<file path="src/rtl/spi_arb_pkg.sv">
// Shared types and constants for the SPI bus arbiter.
package spi_arb_pkg;

  typedef enum logic [1:0] {
    IDLE  = 2'd0,
    OWN   = 2'd1,
    DRAIN = 2'd2
  } arb_state_e;

  localparam logic IDLE_CS   = 1'b1;
  localparam logic IDLE_MOSI = 1'b1;

  localparam int unsigned MAX_MASTERS = 8;

  // Index of the set bit in a one-hot vector (zero when no bit is set).
  function automatic logic [2:0] onehot2idx(input logic [MAX_MASTERS-1:0] oh);
    logic [2:0] idx;
    idx = '0;
    for (int unsigned i = 0; i < MAX_MASTERS; i++) begin
      if (oh[i]) idx = idx | 3'(i);
    end
    return idx;
  endfunction

endpackage

</file>
<file path="src/rtl/spi_bus_arbiter_rr.sv">
// Combinational round-robin picker: first requester at index >= ptr, wrapping.
module rr_arbiter #(
  parameter  int unsigned N_MASTERS = 2,
  localparam int unsigned ID_W      = $clog2(N_MASTERS)
) (
  input  logic [N_MASTERS-1:0] req_i,
  input  logic [ID_W-1:0]      ptr_i,
  output logic [N_MASTERS-1:0] gnt_o,
  output logic                 valid_o
);

  // Scan from the pointer upward; the first hit wins.
  always_comb begin : pick
    logic [ID_W-1:0] idx;
    gnt_o   = '0;
    valid_o = 1'b0;
    idx     = '0;
    for (int unsigned k = 0; k < N_MASTERS; k++) begin
      idx = ID_W'((32'(ptr_i) + k) % N_MASTERS);
      if (!valid_o && req_i[idx]) begin
        gnt_o[idx] = 1'b1;
        valid_o    = 1'b1;
      end
    end
  end

endmodule

</file>
<file path="src/rtl/spi_bus_arbiter.sv">
// Shares one SD-SPI bus among N masters with round-robin tenure, a guarded
// handover with cs high, and per-tenure cycle measurement.
module spi_bus_arbiter #(
  parameter  int unsigned N_MASTERS    = 2,
  parameter  int unsigned CNT_W        = 32,
  parameter  int unsigned GUARD_CYCLES = 8,
  parameter  logic        CPOL         = 1'b0,
  localparam int unsigned ID_W         = $clog2(N_MASTERS)
) (
  input  logic                 clk,
  input  logic                 rst,
  input  logic [N_MASTERS-1:0] req,
  output logic [N_MASTERS-1:0] grant,
  output logic [ID_W-1:0]      owner_id,
  input  logic [N_MASTERS-1:0] m_sclk,
  input  logic [N_MASTERS-1:0] m_mosi,
  input  logic [N_MASTERS-1:0] m_cs,
  output logic [N_MASTERS-1:0] m_miso,
  output logic                 sclk,
  output logic                 mosi,
  output logic                 cs,
  input  logic                 miso,
  output logic [CNT_W-1:0]     tenure_cycles,
  output logic                 tenure_valid
);
  import spi_arb_pkg::*;

  localparam int unsigned GD_W = $clog2(GUARD_CYCLES + 1);

  arb_state_e           state_q,  state_d;
  logic [N_MASTERS-1:0] grant_q,  grant_d;
  logic [ID_W-1:0]      owner_q,  owner_d;
  logic [ID_W-1:0]      ptr_q,    ptr_d;
  logic [CNT_W-1:0]     cnt_q,    cnt_d;
  logic [CNT_W-1:0]     tenure_q, tenure_d;
  logic                 tvalid_q, tvalid_d;
  logic [GD_W-1:0]      guard_q,  guard_d;

  logic [N_MASTERS-1:0] win_oh;
  logic                 win_valid;

  rr_arbiter #(
    .N_MASTERS(N_MASTERS)
  ) u_rr (
    .req_i  (req),
    .ptr_i  (ptr_q),
    .gnt_o  (win_oh),
    .valid_o(win_valid)
  );

  // State and datapath registers with synchronous active-low reset.
  always_ff @(posedge clk) begin
    if (!rst) begin
      state_q  <= IDLE;
      grant_q  <= '0;
      owner_q  <= '0;
      ptr_q    <= '0;
      cnt_q    <= '0;
      tenure_q <= '0;
      tvalid_q <= 1'b0;
      guard_q  <= '0;
    end else begin
      state_q  <= state_d;
      grant_q  <= grant_d;
      owner_q  <= owner_d;
      ptr_q    <= ptr_d;
      cnt_q    <= cnt_d;
      tenure_q <= tenure_d;
      tvalid_q <= tvalid_d;
      guard_q  <= guard_d;
    end
  end

  // Tenure FSM: arbitrate, count while owned, report on release, then guard.
  always_comb begin
    state_d  = state_q;
    grant_d  = grant_q;
    owner_d  = owner_q;
    ptr_d    = ptr_q;
    cnt_d    = cnt_q;
    tenure_d = tenure_q;
    tvalid_d = 1'b0;
    guard_d  = guard_q;
    case (state_q)
      IDLE: begin
        if (win_valid) begin
          state_d = OWN;
          grant_d = win_oh;
          owner_d = ID_W'(onehot2idx(MAX_MASTERS'(win_oh)));
          cnt_d   = CNT_W'(1);
        end
      end
      OWN: begin
        if (!req[owner_q]) begin
          state_d  = DRAIN;
          grant_d  = '0;
          tenure_d = cnt_q;
          tvalid_d = 1'b1;
          guard_d  = GD_W'(GUARD_CYCLES - 1);
          if (32'(owner_q) == N_MASTERS - 1) ptr_d = '0;
          else                               ptr_d = owner_q + ID_W'(1);
        end else if (cnt_q != '1) begin
          cnt_d = cnt_q + CNT_W'(1);
        end
      end
      DRAIN: begin
        if (guard_q == '0) state_d = IDLE;
        else               guard_d = guard_q - GD_W'(1);
      end
      default: state_d = IDLE;
    endcase
  end

  // Pad mux: owner pass-through in OWN, idle levels otherwise.
  always_comb begin
    sclk   = CPOL;
    mosi   = IDLE_MOSI;
    cs     = IDLE_CS;
    m_miso = '1;
    if (state_q == OWN) begin
      sclk            = m_sclk[owner_q];
      mosi            = m_mosi[owner_q];
      cs              = m_cs[owner_q];
      m_miso[owner_q] = miso;
    end
  end

  assign grant         = grant_q;
  assign owner_id      = owner_q;
  assign tenure_cycles = tenure_q;
  assign tenure_valid  = tvalid_q;

endmodule
</file>
<file path="config.mk">
export PLATFORM = sky130hd
export DESIGN_NAME = spi_bus_arbiter
export DESIGN_NICKNAME = d
export VERILOG_FILES = /design/src/rtl/spi_arb_pkg.sv /design/src/rtl/spi_bus_arbiter_rr.sv /design/src/rtl/spi_bus_arbiter.sv
export SDC_FILE = /design/constraint.sdc
export NUM_CORES = 1
export LEC_CHECK = 0
export ABC_AREA = 0
export CAP_MARGIN = 5
export CORE_ASPECT_RATIO = 1.4
export CORE_MARGIN = 4
export CORE_UTILIZATION = 49
export DETAILED_ROUTE_END_ITERATION = 8
export GPL_TIMING_DRIVEN = 0
export PLACE_DENSITY = 0.76
export REMOVE_ABC_BUFFERS = 1
export SLEW_MARGIN = 20
export SYNTH_ARGS = -nofsm -noshare
export SYNTH_HDL_FRONTEND = slang
export SYNTH_SLANG_ARGS = --single-unit
</file>
<file path="constraint.sdc">
create_clock -name clk -period 2.3 [get_ports clk]
set_input_delay 0.345 -clock clk [delete_from_list [all_inputs] [get_ports clk]]
set_output_delay 0.345 -clock clk [all_outputs]
set_load 0.02 [all_outputs]
</file>
==> results.json <==
{
  "status": "finished with violations",
  "failed_checks": "negative setup slack",
  "drive_gt1_share_pct": 17.1,
  "pwr-share-seq_pct": 50.2,
  "slew_violations": 0,
  "grt_pass1_vias": 3391,
  "internal-power_mw": 1.98,
  "switchingPower_uw": 716,
  "gp_congestion": 0.849,
  "num_rows": 36,
  "wl_um": 9500,
  "drc": 0,
  "max_slew_margin_pct": 31.2,
  "synth-xor-area-share_pct": 0.244,
  "place_area_um2": 4190,
  "yosysSeqAreaShare_pct": 41.9,
  "n_antenna_cell": 0,
  "port_buffers": 51,
  "synth_top_family_by_area": "simple AND/OR/NAND/NOR gates",
  "power_frac_clock_pct": 36.9,
  "cap_violations": 0,
  "cp_top_family": "simple AND/OR/NAND/NOR gates",
  "setup_viol": 4,
  "synthArstFlopShare_pct": 0,
  "max_freq_ghz": 0.430,
  "wire_per_inst_um": 15.7,
  "hold_path_class": "flop to flop",
  "crit_chain": "ha_4 > nand3_4 > or4_4 > nor4_4 > buf_4 > buf_8 > buf_12 > nor3b_1 > o221a_2",
  "timing.rr.start": "cnt_q[0]",
  "synth.avg_cell_area_um2": 7.91,
  "post_synth_instance_area_um2": 3580,
  "root_buffer": "clkbuf_8",
  "nets": 518,
  "ant_nets": 0,
  "ys_seq_elements": 75,
  "hold_start": "tenure_cycles[9]",
  "die_h_um": 109,
  "hold_viol": 0,
  "ir_drop_mv": 0.415,
  "rsz0062_at_grt": "true",
  "final.period_utilization_pct": 101,
  "clk_pin_slew_worst_paths_ps": 80,
  "cts_buffer_depth": 2,
  "cp_data_required_time_ps": 2540,
  "cts_max_level": 3,
  "ys_types": 56,
  "swShare_pct": 26.6,
  "tightest_slew_ps": 1030,
  "grt_max_degree": 37,
  "ys_warn_count": 0,
  "die_width_um": 80.3,
  "synth_compound_area_share_pct": 22.8,
  "via_count": 3635,
  "firstDrtPassIters": 7,
  "cp-end-kind": "flop",
  "critPathLaunch": "cnt_q[0]",
  "synth_edf_count": 0,
  "yosys.area_share.simple_pct": 28.4,
  "grt_usage_pct": 22.3,
  "clock_sinks": 75,
  "area_growth_pct": 29.4,
  "synthFlopType": "dfxtp_1",
  "synth.mux.area_fraction_pct": 1.43,
  "hold_slack_ps": 453,
  "antenna_found_initial": 0,
  "path_max_fanout": 7,
  "via_per_inst": 6.01,
  "grt_pass1_wl_um": 15600,
  "p_leak_nw": 1.50,
  "finalCriticalPeriod_ps": 2330,
  "worst_setup_path_start_kind": "flop",
  "insertion_delay_ps": 350,
  "grt_overflow": 0,
  "syn-instance-count": 453,
  "power_density_nw_per_um2": 580,
  "cts_buffers": 9,
  "arrival_ps": 2560,
  "fillers": 603,
  "cp_slowest_cell": "or4_4",
  "setup_tns_ps": -69.1,
  "drtIter0Drc": 278,
  "synthAdderAreaFrac_pct": 0.698,
  "cts_tree": "done",
  "stdcell_count": 605,
  "setup_ws_ps": -26.4,
  "fin_area_um2": 4640,
  "start_util_pct": 51.0,
  "ios": 52,
  "max_stage_delay_ps": 580,
  "core_area_um2": 7030,
  "final.setup_skew_ps": 9.09,
  "die_area_um2": 8770,
  "placed_cells": 574,
  "timing.critical_path.buf_inv": 3,
  "p_comb_share_pct": 12.9,
  "criticalPathCategory": "flop to flop",
  "dp_hpwl_um": 6110,
  "hold_buffers": 0
}
-- cells in the final DEF (no fill, tap or decap), types with 3 or more instances in the layout --
cell             count
o31ai_1              4
nand2_1            101
nand4_1             13
o221a_2             14
a21oi_1             50
a31oi_1              5
inv_1                7
nor3b_1              4
o21ai_0             18
a32o_1               3
a211o_1              3
dfxtp_1             60
clkbuf_8            10
clkdlybuf4s50_1     50
nor4_4               3
nor3_1              22
nand3_1             10
nor2_1              17
or3_1                7
mux2i_1              4
nor4_1               6
buf_6                4
buf_4               10
clkinv_2             3
a211oi_1             4
dfxtp_2             13
-- cells by family (layout without fill, tap and decap cells) --
| family | after synthesis | count (layout) |
|---|---|---|
| and+or+nand+nor | 210 | 212 |
| AOI/OAI and AO/OA | 121 | 121 |
| DFF | 75 | 75 |
| buffers and inverters | 39 | 94 |
| muxes | 5 | 5 |
| adders and majority gates | 2 | 2 |
| xor gates and xnor gates | 1 | 1 |
-- through the flow --
stage	setup WS [ps]	util, %	total power [mW]
after detailed placement	-1030	59.6	1.70
final	-26.4	66.0	2.69
after floorplan	-707	-	1.55
after CTS	6.58	64.1	2.69
after global placement	-1560	58.1	1.67
after global routing	-90.8	66.0	2.80
-- flip-flops by register name (all words and copies together) (netlist names) --
signal and count:
cnt_q 32, tenure_cycles 32, guard_q 4, grant 2, state_q 2, owner_id 1, ptr_q 1, tenure_valid 1
-- cell type report --
class / instances / area [um^2] / share of cell area [%]
well taps: 95 / 119 / 2.56
clock buffers: 11 / 141 / 3.05
multi-input cells: 341 / 2070 / 44.6
inverters: 8 / 30.0 / 0.647
clock inverters: 5 / 52.6 / 1.13
repair buffers: 70 / 704 / 15.2
flip-flops and latches: 75 / 1530 / 32.9
-- what timing repair did --
action | 4_1_cts | 5_1_grt
gates cloned | 1 | 2
setup buffers | 5 | 7
setup endpoints to repair | 37 | 29
pin swaps | 6 | 11
resized for setup | 17 | 23
-- power by group through the flow --
stage                     sequential [mW]  clock [mW]  combinational (mW)
after floorplan                      1.38           0               0.177
after global placement               1.37           0               0.292
after detailed placement             1.37           0               0.322
after CTS                            1.35        1.01               0.333
after global routing                 1.35        1.06               0.381
final                                1.35       0.995               0.347
-- cells in the mapped netlist (5+ instances only) --
cell type | instances | area share, %
nand3_1 | 10 | 1.4
or3_1 | 8 | 1.4
o21ai_0 | 18 | 2.5
nand2_1 | 103 | 11
o221a_2 | 15 | 4.7
dfxtp_1 | 75 | 42
nand4_1 | 13 | 2.3
nor4_1 | 8 | 1.4
inv_1 | 8 | 0.84
a31oi_1 | 5 | 0.87
clkbuf_1 | 24 | 2.5
nor3_1 | 24 | 3.4
a21oi_1 | 50 | 7.0
nor2_1 | 18 | 1.9
-- worst min-delay path, stage by stage (launching register included) --
cell and delay (ps):
dfxtp_1 310, nand2_1 50, a21oi_1 50
-- worst paths after layout --
kind                       to  slack (ps)  cells past startpoint
max reg2reg          cnt_q[3]         -30                      9
max                  cnt_q[3]         -30                      9
min          tenure_cycles[9]         450                      2
min reg2reg  tenure_cycles[9]         450                      2
-- layer usage --
metal / global-route usage, % / up-vias / part of all wire, %
li1: - / 1760 / -
met1: 24.6 / 1735 / 39
met2: 41.1 / 126 / 54
met3: 4.46 / 14 / 5.4
met4: 8.70 / 0 / 1.6
met5: 0 / - / 0
Power figures use the tool's default switching activity.
